File: src/rtl/pixel_out_serializer_pkg.sv
// pixel_out_serializer_pkg
//   Constants and helpers shared by the pixel output path and the upstream
//   buffer stage: component width, components per pixel, pixels per word,
//   the packed word/pixel types and a pixel slice helper.
//   Packing: a word is {p3,p2,p1,p0}, each pixel is {c2,c1,c0}, each
//   component COMP_W bits wide.
package pixel_out_serializer_pkg;

   localparam int COMP_W        = 14;
   localparam int COMP_PER_PIX  = 3;
   localparam int PIX_PER_WORD  = 4;
   localparam int PIX_W         = COMP_W * COMP_PER_PIX;
   localparam int WORD_W        = PIX_W * PIX_PER_WORD;
   localparam int COMP_PER_WORD = COMP_PER_PIX * PIX_PER_WORD;

   typedef logic [COMP_W-1:0] comp_t;
   typedef logic [PIX_W-1:0]  pixel_t;
   typedef logic [WORD_W-1:0] word_t;

   // One FIFO entry: clipped word plus its start-of-frame tag.
   typedef struct packed {
      logic  sof;
      word_t data;
   } fifo_entry_t;

   // Pixel idx (0 = least significant) of a packed word.
   function automatic pixel_t get_pixel(input word_t word, input int idx);
      return word[idx*PIX_W +: PIX_W];
   endfunction

   // Component idx (0 = p0c0) of a packed word.
   function automatic comp_t get_comp(input word_t word, input int idx);
      return word[idx*COMP_W +: COMP_W];
   endfunction

endpackage

File: src/rtl/pixel_out_serializer_if.sv
// pixel_out_serializer_word_if
//   Input word bus from the decoder output buffers. No backpressure: a word
//   is presented for exactly the cycles in_valid is high.
//     in_valid  : word strobe
//     in_sof    : first word of a frame (qualified by in_valid)
//     in_data_p : {p3c2..p0c0}, signed components
//
// pixel_out_serializer_stream_if
//   Output pixel stream, PPC pixels per beat.
//   Handshake: a beat transfers on a rising edge where out_valid and
//   out_ready are both high. Once out_valid is high, out_valid, out_data_p,
//   out_sof and out_eol stay unchanged until that transfer; out_valid never
//   depends on out_ready combinationally.
//     out_valid/out_ready : handshake
//     out_data_p          : {pNc2..p0c0}, unsigned
//     out_sof             : first beat of a frame
//     out_eol             : last beat of a line
interface pixel_out_serializer_word_if;
   import pixel_out_serializer_pkg::*;

   logic  in_valid;
   logic  in_sof;
   word_t in_data_p;

   modport master (output in_valid, in_sof, in_data_p);
   modport slave  (input  in_valid, in_sof, in_data_p);
endinterface

interface pixel_out_serializer_stream_if #(
   parameter int PPC = 1
);
   import pixel_out_serializer_pkg::*;

   logic                 out_valid;
   logic                 out_ready;
   logic [PPC*PIX_W-1:0] out_data_p;
   logic                 out_sof;
   logic                 out_eol;

   modport master (output out_valid, out_data_p, out_sof, out_eol, input out_ready);
   modport slave  (input  out_valid, out_data_p, out_sof, out_eol, output out_ready);
endinterface

File: src/rtl/pixel_out_serializer_sync_fifo.sv
// sync_fifo
//   Single-clock FIFO with registered read/write pointers carrying an extra
//   wrap bit; full and empty are decoded combinationally from the pointers.
//   Read data is the head entry, valid whenever o_empty is low.
//   A write while full is accepted only if a read happens in the same cycle.
//   Ports:
//     clk, rst_n          : clock, asynchronous active-low reset
//     i_clr               : synchronous clear of both pointers
//     i_wr_en, i_wr_data  : write request and data
//     i_rd_en             : pop the head entry
//     o_rd_data           : head entry
//     o_full, o_empty     : status
module sync_fifo #(
   parameter int WIDTH = 8,
   parameter int DEPTH = 16
) (
   input  logic             clk,
   input  logic             rst_n,
   input  logic             i_clr,
   input  logic             i_wr_en,
   input  logic [WIDTH-1:0] i_wr_data,
   input  logic             i_rd_en,
   output logic [WIDTH-1:0] o_rd_data,
   output logic             o_full,
   output logic             o_empty
);

   localparam int AW = $clog2(DEPTH);

   logic [AW:0]      r_wr_ptr;
   logic [AW:0]      r_rd_ptr;
   logic [WIDTH-1:0] r_mem [DEPTH];
   logic             w_do_wr;
   logic             w_do_rd;

   // Same address with opposite wrap bits means the writer lapped the reader.
   assign o_full  = (r_wr_ptr[AW] != r_rd_ptr[AW]) &&
                    (r_wr_ptr[AW-1:0] == r_rd_ptr[AW-1:0]);
   assign o_empty = (r_wr_ptr == r_rd_ptr);

   assign w_do_rd   = i_rd_en & ~o_empty;
   assign w_do_wr   = i_wr_en & (~o_full | w_do_rd);
   assign o_rd_data = r_mem[r_rd_ptr[AW-1:0]];

   always_ff @(posedge clk or negedge rst_n) begin
      if (!rst_n) begin
         r_wr_ptr <= '0;
         r_rd_ptr <= '0;
      end else if (i_clr) begin
         r_wr_ptr <= '0;
         r_rd_ptr <= '0;
      end else begin
         if (w_do_wr) r_wr_ptr <= r_wr_ptr + 1'b1;
         if (w_do_rd) r_rd_ptr <= r_rd_ptr + 1'b1;
      end
   end

   // Storage needs no reset; only the pointers define what is valid.
   always_ff @(posedge clk) begin
      if (w_do_wr && !i_clr) r_mem[r_wr_ptr[AW-1:0]] <= i_wr_data;
   end

endmodule

File: src/rtl/pixel_out_serializer.sv
// pixel_out_serializer
//   Clips each component of incoming 4-pixel words to bits_per_component,
//   queues the words (with their sof tag) in a FIFO and serializes them as
//   PPC pixels per beat on a valid/ready stream with sof/eol tags. Words
//   arriving while the FIFO is full (and not popping) are dropped and flag a
//   sticky overflow.
//   Ports:
//     clk, rst_n          : clock, asynchronous active-low reset
//     sof                 : synchronous frame restart (clears FIFO, counters,
//                           out_valid, overflow; drops a same-cycle word)
//     slice_width         : pixels per line (multiple of 4)
//     bits_per_component  : output bit depth 8..14
//     in_if               : input word bus (slave)
//     out_if              : output pixel stream (master)
//     overflow            : sticky word-dropped flag
module pixel_out_serializer
   import pixel_out_serializer_pkg::*;
#(
   parameter int MAX_SLICE_WIDTH = 2560,
   parameter int PPC             = 1,
   parameter int FIFO_DEPTH      = 16
) (
   input  logic                               clk,
   input  logic                               rst_n,
   input  logic                               sof,
   input  logic [$clog2(MAX_SLICE_WIDTH)-1:0] slice_width,
   input  logic [3:0]                         bits_per_component,
   pixel_out_serializer_word_if.slave         in_if,
   pixel_out_serializer_stream_if.master      out_if,
   output logic                               overflow
);

   localparam int SW_W    = $clog2(MAX_SLICE_WIDTH);
   localparam int NPHASE  = PIX_PER_WORD / PPC;
   localparam int PH_W    = (NPHASE > 1) ? $clog2(NPHASE) : 1;
   localparam int ENTRY_W = $bits(fifo_entry_t);
   localparam int BEAT_W  = PPC * PIX_W;

   // ---------------- clip on write ----------------
   logic [COMP_W:0] w_max;
   word_t           w_clip_data;

   assign w_max = (15'd1 << bits_per_component) - 15'd1;

   for (genvar g = 0; g < COMP_PER_WORD; g++) begin : g_clip
      comp_t w_comp;
      assign w_comp = get_comp(in_if.in_data_p, g);
      // MSB set means negative; otherwise compare as unsigned against the max.
      assign w_clip_data[g*COMP_W +: COMP_W] =
         w_comp[COMP_W-1]        ? '0 :
         ({1'b0, w_comp} > w_max) ? w_max[COMP_W-1:0] : w_comp;
   end

   // ---------------- FIFO ----------------
   fifo_entry_t        w_wr_entry;
   fifo_entry_t        w_head;
   logic [ENTRY_W-1:0] w_head_raw;
   logic               w_wr_en;
   logic               w_full;
   logic               w_empty;
   logic               w_pop;

   assign w_wr_entry.sof  = in_if.in_sof;
   assign w_wr_entry.data = w_clip_data;
   assign w_wr_en         = in_if.in_valid & ~sof;
   assign w_head          = fifo_entry_t'(w_head_raw);

   sync_fifo #(
      .WIDTH (ENTRY_W),
      .DEPTH (FIFO_DEPTH)
   ) u_fifo (
      .clk       (clk),
      .rst_n     (rst_n),
      .i_clr     (sof),
      .i_wr_en   (w_wr_en),
      .i_wr_data (w_wr_entry),
      .i_rd_en   (w_pop),
      .o_rd_data (w_head_raw),
      .o_full    (w_full),
      .o_empty   (w_empty)
   );

   // ---------------- beat formation ----------------
   logic              r_out_valid;
   logic [BEAT_W-1:0] r_out_data;
   logic              r_out_sof;
   logic              r_out_eol;
   logic              r_overflow;
   logic [PH_W-1:0]   r_phase;
   logic [SW_W-1:0]   r_x;

   logic              w_load;
   logic              w_last_phase;
   logic              w_beat_sof;
   logic              w_eol;
   logic              w_drop;
   logic [SW_W-1:0]   w_x_cur;
   logic [BEAT_W-1:0] w_beat;

   assign w_last_phase = (r_phase == PH_W'(NPHASE - 1));
   // The output register takes a new beat when it is empty or being drained.
   assign w_load       = ~w_empty & (~r_out_valid | out_if.out_ready) & ~sof;
   // The head word is consumed as its last beat moves into the output register.
   assign w_pop        = w_load & w_last_phase;
   assign w_beat_sof   = w_head.sof & (r_phase == '0);
   // A tagged word starts a new line regardless of where x was.
   assign w_x_cur      = w_beat_sof ? '0 : r_x;
   assign w_eol        = (w_x_cur == slice_width - SW_W'(PPC));
   assign w_drop       = w_wr_en & w_full & ~w_pop;

   always_comb begin
      w_beat = '0;
      for (int p = 0; p < PPC; p++) begin
         w_beat[p*PIX_W +: PIX_W] = get_pixel(w_head.data, int'(r_phase) * PPC + p);
      end
   end

   always_ff @(posedge clk or negedge rst_n) begin
      if (!rst_n) begin
         r_out_valid <= 1'b0;
         r_out_data  <= '0;
         r_out_sof   <= 1'b0;
         r_out_eol   <= 1'b0;
         r_overflow  <= 1'b0;
         r_phase     <= '0;
         r_x         <= '0;
      end else if (sof) begin
         r_out_valid <= 1'b0;
         r_out_sof   <= 1'b0;
         r_out_eol   <= 1'b0;
         r_overflow  <= 1'b0;
         r_phase     <= '0;
         r_x         <= '0;
      end else begin
         if (w_drop) r_overflow <= 1'b1;
         if (w_load) begin
            r_out_valid <= 1'b1;
            r_out_data  <= w_beat;
            r_out_sof   <= w_beat_sof;
            r_out_eol   <= w_eol;
            r_phase     <= w_last_phase ? '0 : r_phase + PH_W'(1);
            r_x         <= w_eol ? '0 : w_x_cur + SW_W'(PPC);
         end else if (out_if.out_ready) begin
            r_out_valid <= 1'b0;
         end
      end
   end

   assign out_if.out_valid  = r_out_valid;
   assign out_if.out_data_p = r_out_data;
   assign out_if.out_sof    = r_out_sof;
   assign out_if.out_eol    = r_out_eol;
   assign overflow          = r_overflow;

endmodule

File: src/flat_wrapper.sv
// flat-port wrapper written by rule: the top's interface ports become plain ports
module pixel_out_serializer_flat import pixel_out_serializer_pkg::*;
#(
   parameter int MAX_SLICE_WIDTH = 2560,
   parameter int PPC             = 1,
   parameter int FIFO_DEPTH      = 16
)
  (clk, rst_n, sof, slice_width, bits_per_component, overflow, in_if_in_valid, in_if_in_sof, in_if_in_data_p, out_if_out_valid, out_if_out_data_p, out_if_out_sof, out_if_out_eol, out_if_out_ready);
  pixel_out_serializer_word_if in_if_i ();
  pixel_out_serializer_stream_if #(.PPC(PPC)) out_if_i ();
  input  logic clk;
  input  logic rst_n;
  input  logic sof;
  input  logic [$clog2(MAX_SLICE_WIDTH)-1:0] slice_width;
  input  logic [3:0] bits_per_component;
  output logic overflow;
  input wire logic [$bits(in_if_i.in_valid)-1:0] in_if_in_valid;
  input wire logic [$bits(in_if_i.in_sof)-1:0] in_if_in_sof;
  input wire logic [$bits(in_if_i.in_data_p)-1:0] in_if_in_data_p;
  output wire logic [$bits(out_if_i.out_valid)-1:0] out_if_out_valid;
  output wire logic [$bits(out_if_i.out_data_p)-1:0] out_if_out_data_p;
  output wire logic [$bits(out_if_i.out_sof)-1:0] out_if_out_sof;
  output wire logic [$bits(out_if_i.out_eol)-1:0] out_if_out_eol;
  input wire logic [$bits(out_if_i.out_ready)-1:0] out_if_out_ready;
  assign in_if_i.in_valid = in_if_in_valid;
  assign in_if_i.in_sof = in_if_in_sof;
  assign in_if_i.in_data_p = in_if_in_data_p;
  assign out_if_out_valid = out_if_i.out_valid;
  assign out_if_out_data_p = out_if_i.out_data_p;
  assign out_if_out_sof = out_if_i.out_sof;
  assign out_if_out_eol = out_if_i.out_eol;
  assign out_if_i.out_ready = out_if_out_ready;
  pixel_out_serializer #(.MAX_SLICE_WIDTH(MAX_SLICE_WIDTH), .PPC(PPC), .FIFO_DEPTH(FIFO_DEPTH)) u_core (.clk(clk), .rst_n(rst_n), .sof(sof), .slice_width(slice_width), .bits_per_component(bits_per_component), .in_if(in_if_i), .out_if(out_if_i), .overflow(overflow));
endmodule
File: config.mk
export PLATFORM = sky130hd
export DESIGN_NAME = pixel_out_serializer_flat
export DESIGN_NICKNAME = d
export VERILOG_FILES = /design/src/rtl/pixel_out_serializer_pkg.sv /design/src/rtl/pixel_out_serializer_if.sv /design/src/rtl/pixel_out_serializer_sync_fifo.sv /design/src/rtl/pixel_out_serializer.sv /design/src/flat_wrapper.sv
export SDC_FILE = /design/constraint.sdc
export NUM_CORES = 2
export LEC_CHECK = 0
export CELL_PAD_IN_SITES_DETAIL_PLACEMENT = 1
export CELL_PAD_IN_SITES_GLOBAL_PLACEMENT = 1
export CORE_ASPECT_RATIO = 1.25
export CORE_MARGIN = 10
export CORE_UTILIZATION = 30
export DETAILED_ROUTE_END_ITERATION = 10
export PLACE_DENSITY_LB_ADDON = 0.1
export REMOVE_ABC_BUFFERS = 1
export SETUP_SLACK_MARGIN = 0.2
export SLEW_MARGIN = 20
export SYNTH_ARGS = -nofsm -noshare
export SYNTH_HDL_FRONTEND = slang
export SYNTH_HIERARCHICAL = 1
export SYNTH_SLANG_ARGS = --single-unit
File: constraint.sdc
create_clock -name clk -period 13.7 [get_ports clk]
set_input_delay 2.74 -clock clk [delete_from_list [all_inputs] [get_ports clk]]
set_output_delay 2.74 -clock clk [all_outputs]
set_load 0.005 [all_outputs]
==> flow_metrics.tcl <==
set metrics [dict create \
    cts_hold_buf 0 \
    synth_cell_types 80 \
    fin_tns_setup_ns 0 \
    rows 251 \
    place.gp.congestion 0.736 \
    cts_tree "yes" \
    status "finished, final reports clean" \
    cts_resized 0 \
    peakVddDrop_v 0.0000836 \
    clkLatencyLatePin_ns 0.91 \
    worstSetupPathType "input port to register" \
    cts_max_level 5 \
    rsz0062_at_grt "false" \
    grt-ovfl-total 0 \
    synth_area_per_cell_um2 21.9 \
    critPathRequiredTime_ns 14.26 \
    grtUsageTotal_pct 18.9 \
    register_area_um2 83000 \
    tightest_slew_ns 1.22 \
    fp.dieH_um 705 \
    skew_ns 0.0418 \
    grt_max_degree 126 \
    grt_first_pass_wirelength_um 532000 \
    die_w_um 568 \
    fin_crit_ns 9.20 \
    r2r_start "u_core/u_fifo/r_rd_ptr[0]$_DFFE_PN0P_" \
    crit_fanout 16 \
    routedWlPerCell_um 36.1 \
    n_fill_cell 36107 \
    post_cts_buffers 0 \
    p_leak_nw 40.7 \
    worstReg2RegEnd "u_core/out_if.out_data_p[0]$_DFFE_PN0P_" \
    nets 5958 \
    synth_cells 5150 \
    max_cap_violations 0 \
    portBuffers 235 \
    layout-drive-gt1-share_pct 27.5 \
    critPathArrivalTime_ns 9.76 \
    initial_utilization_pct 30.1 \
    period_share_pct 67.2 \
    syn_to_final_growth_pct 16.9 \
    cts_inserted_buffers 309 \
    finalWirelength_um 390000 \
    hold_end "u_core/out_if.out_data_p[2]$_DFFE_PN0P_" \
    ios 236 \
    viasPerCell 5.25 \
    fmax_mhz 109 \
    grt_pass1_vias 61223 \
    ys_seq_area_share_pct 73.7 \
    first_pass_iters 5 \
    multi_input_area_um2 28500 \
    cts_sinks 2774 \
    drc 0 \
    reg2reg_depth 10 \
    vias 56720 \
    synthArstFlopShare_pct 2.52 \
    dpl.cell_count 10236 \
    final_max_slew_viol_count 0 \
    relSlewSlack_pct 18.7 \
    r2r_slack_ns 7.17 \
    setup_viol 0 \
    yosys_most_used_dff "edfxtp_1" \
    cellPowerDensity_nw_per_um2 143 \
    ant_nets 0 \
    path_clk_slew_ns 0.06 \
    dp_hpwl_um 227000 \
    core-area_um2 374000 \
    yosys_warnings 6 \
    syn_area_um2 113000 \
    antenna_found_initial 35 \
    synth-edff-count 2704 \
    die_area_um2 400000 \
    fin_cells 10800 \
    clockRootBuffer "clkbuf_16" \
    yosys_register_bits 2774 \
    drtIter0Drc 5490 \
    cp-end-kind "register" \
    hold_viol 0 \
    worstHoldPathType "register to register" \
    clockBufferDepth 4 \
    startpoint_type "input port" \
    whs_path_depth 2 \
    min-delay-start "u_core/out_if.out_data_p[2]$_DFFE_PN0P_" \
]
per-stage QoR:
stage | power, mW | area [um2] | utilization [%] | hold slack (ns) | setup slack [ns]
2_1_floorplan | 10.2 | 111000 | - | 0.470 | -26.30
5_1_grt | 19.5 | 132000 | 35.2 | 0.491 | 4.26
4_1_cts | 19.1 | 132000 | 35.2 | 0.476 | 4.65
3_3_place_gp | 10.8 | 122000 | 32.6 | 0.456 | 3.65
3_5_place_dp | 10.8 | 122000 | 32.6 | 0.462 | 3.64
6_report | 18.8 | 132000 | 35.2 | 0.471 | 4.50
Yosys cell counts, types with 4 or more instances:
library cell,count,share of area (%)
a211o_1,5,0.039
a211oi_1,61,0.41
a21boi_0,8,0.053
a21o_1,24,0.16
a21oi_1,60,0.27
a22o_1,13,0.10
a31oi_1,6,0.033
and2_1,7,0.039
and3_1,14,0.078
buf_1,17,0.057
buf_2,68,0.30
buf_4,9,0.060
buf_6,45,0.45
clkbuf_1,135,0.45
clkinv_1,5,0.017
dfrtp_1,70,1.6
edfxtp_1,2704,72
ha_1,154,1.7
inv_1,47,0.16
maj3_1,4,0.036
mux2i_1,94,0.84
mux4_2,887,18
nand2_1,178,0.59
nand2b_1,8,0.044
nand3_1,43,0.19
nand4_1,26,0.14
nor2_1,211,0.70
nor2b_1,18,0.10
nor3_1,23,0.10
nor3b_1,12,0.080
nor4_1,5,0.028
nor4b_1,5,0.039
o211ai_1,9,0.060
o21a_1,16,0.11
o21ai_0,43,0.19
o41ai_1,6,0.047
xnor2_1,37,0.29
xor2_1,8,0.062
state kept, by name (all words and copies together) (netlist names), 2 cells and up:
register,flops
u_core/r_phase,2
u_core/out_if.out_data_p,42
u_core/u_fifo/r_wr_ptr,5
u_core/u_fifo/r_rd_ptr,5
u_core/u_fifo/r_mem,2704
u_core/r_x,12
cell usage in the layout (no fill, tap or decap), types with 13 or more instances in the layout:
cell type	instances
bufinv_16	21
nor3_1	16
mux4_2	887
clkdlybuf4s50_1	233
buf_4	172
inv_1	46
a22o_1	13
nor2_1	189
ha_1	153
a211oi_1	27
buf_12	19
xnor2_1	37
a21oi_1	60
a211oi_2	31
mux2i_1	94
edfxtp_1	2704
nand3_1	43
clkbuf_1	71
clkinv_1	66
nor2b_1	18
dfrtp_1	64
nand2_1	177
o21ai_0	43
o21a_1	15
clkinv_2	38
nand4_1	26
and3_1	14
a21o_1	24
clkbuf_16	317
report_power, final:
group / internal [mW] / switching [mW]
combinational: 0.348 / 0.738
clock: 4.70 / 3.46
sequential: 9.50 / 0.0472
total: 14.5 / 4.24
worst max-delay path by stage:
stage	end	start	slack [ns]
finish	u_core/u_fifo/r_mem[0][106]$_DFFE_PP_	bits_per_component[2]	4.50
global route	u_core/u_fifo/r_mem[15][109]$_DFFE_PP_	bits_per_component[2]	4.26
CTS	u_core/u_fifo/r_mem[0][109]$_DFFE_PP_	bits_per_component[2]	4.65
detailed placement	u_core/u_fifo/r_mem[0][109]$_DFFE_PP_	bits_per_component[2]	3.64
global placement	u_core/u_fifo/r_mem[14][100]$_DFFE_PP_	bits_per_component[2]	3.65
floorplan	u_core/u_fifo/r_mem[0][0]$_DFFE_PP_	u_core/u_fifo/r_rd_ptr[0]$_DFFE_PN0P_	-26.30
layout make-up:
type / instances / share of cell area (%)
Sequential cell: 2774 / 63.0
Multi-Input combinational cell: 2050 / 21.6
Clock buffer: 398 / 6.33
Tap cell: 4933 / 4.69
Timing Repair Buffer: 427 / 3.07
Clock inverter: 158 / 1.09
Inverter: 52 / 0.148
Antenna cell: 8 / 0.0152
per-layer routing:
layer	wire [um]	vias to the layer above	track usage (%)	share of wire [%]
met2	189000	1612	31.4	48
met4	7260	6	3.51	1.9
li1	-	22737	-	-
met1	175000	31990	26.8	45
met5	41	-	0	0.011
met3	19200	375	2.50	4.9
critical path, cell delays in order:
cell and delay, ns:
clkdlybuf4s50_1 0.87, or2_2 0.74, nor2_2 0.23, inv_2 0.06
ha_2 0.25, nor3_1 0.15, a21oi_1 0.07, o21ai_2 0.73
inv_2 0.22, buf_4 0.31, ha_1 0.36, o21ai_0 0.10
a21oi_1 0.17, o41ai_1 0.09, a21o_1 0.16, a2111oi_0 0.67
a2bb2oi_4 0.43, buf_4 0.38, mux2i_1 0.12, nor2_1 0.82
kinds of logic (layout without fill, tap and decap cells):
kind of cell    Yosys count  after routing  synth area share, %
flops                  2774           2774                 73.7
mux                     982            982                 18.6
simple gates            571            571                 2.33
buf+inv                 326           1035                 1.49
compound gates          294            294                 1.83
fa+ha+maj               158            158                 1.75
xor+xnor                 45             45                0.350
other cells               0              8                    0
Power figures use the tool's default switching activity.
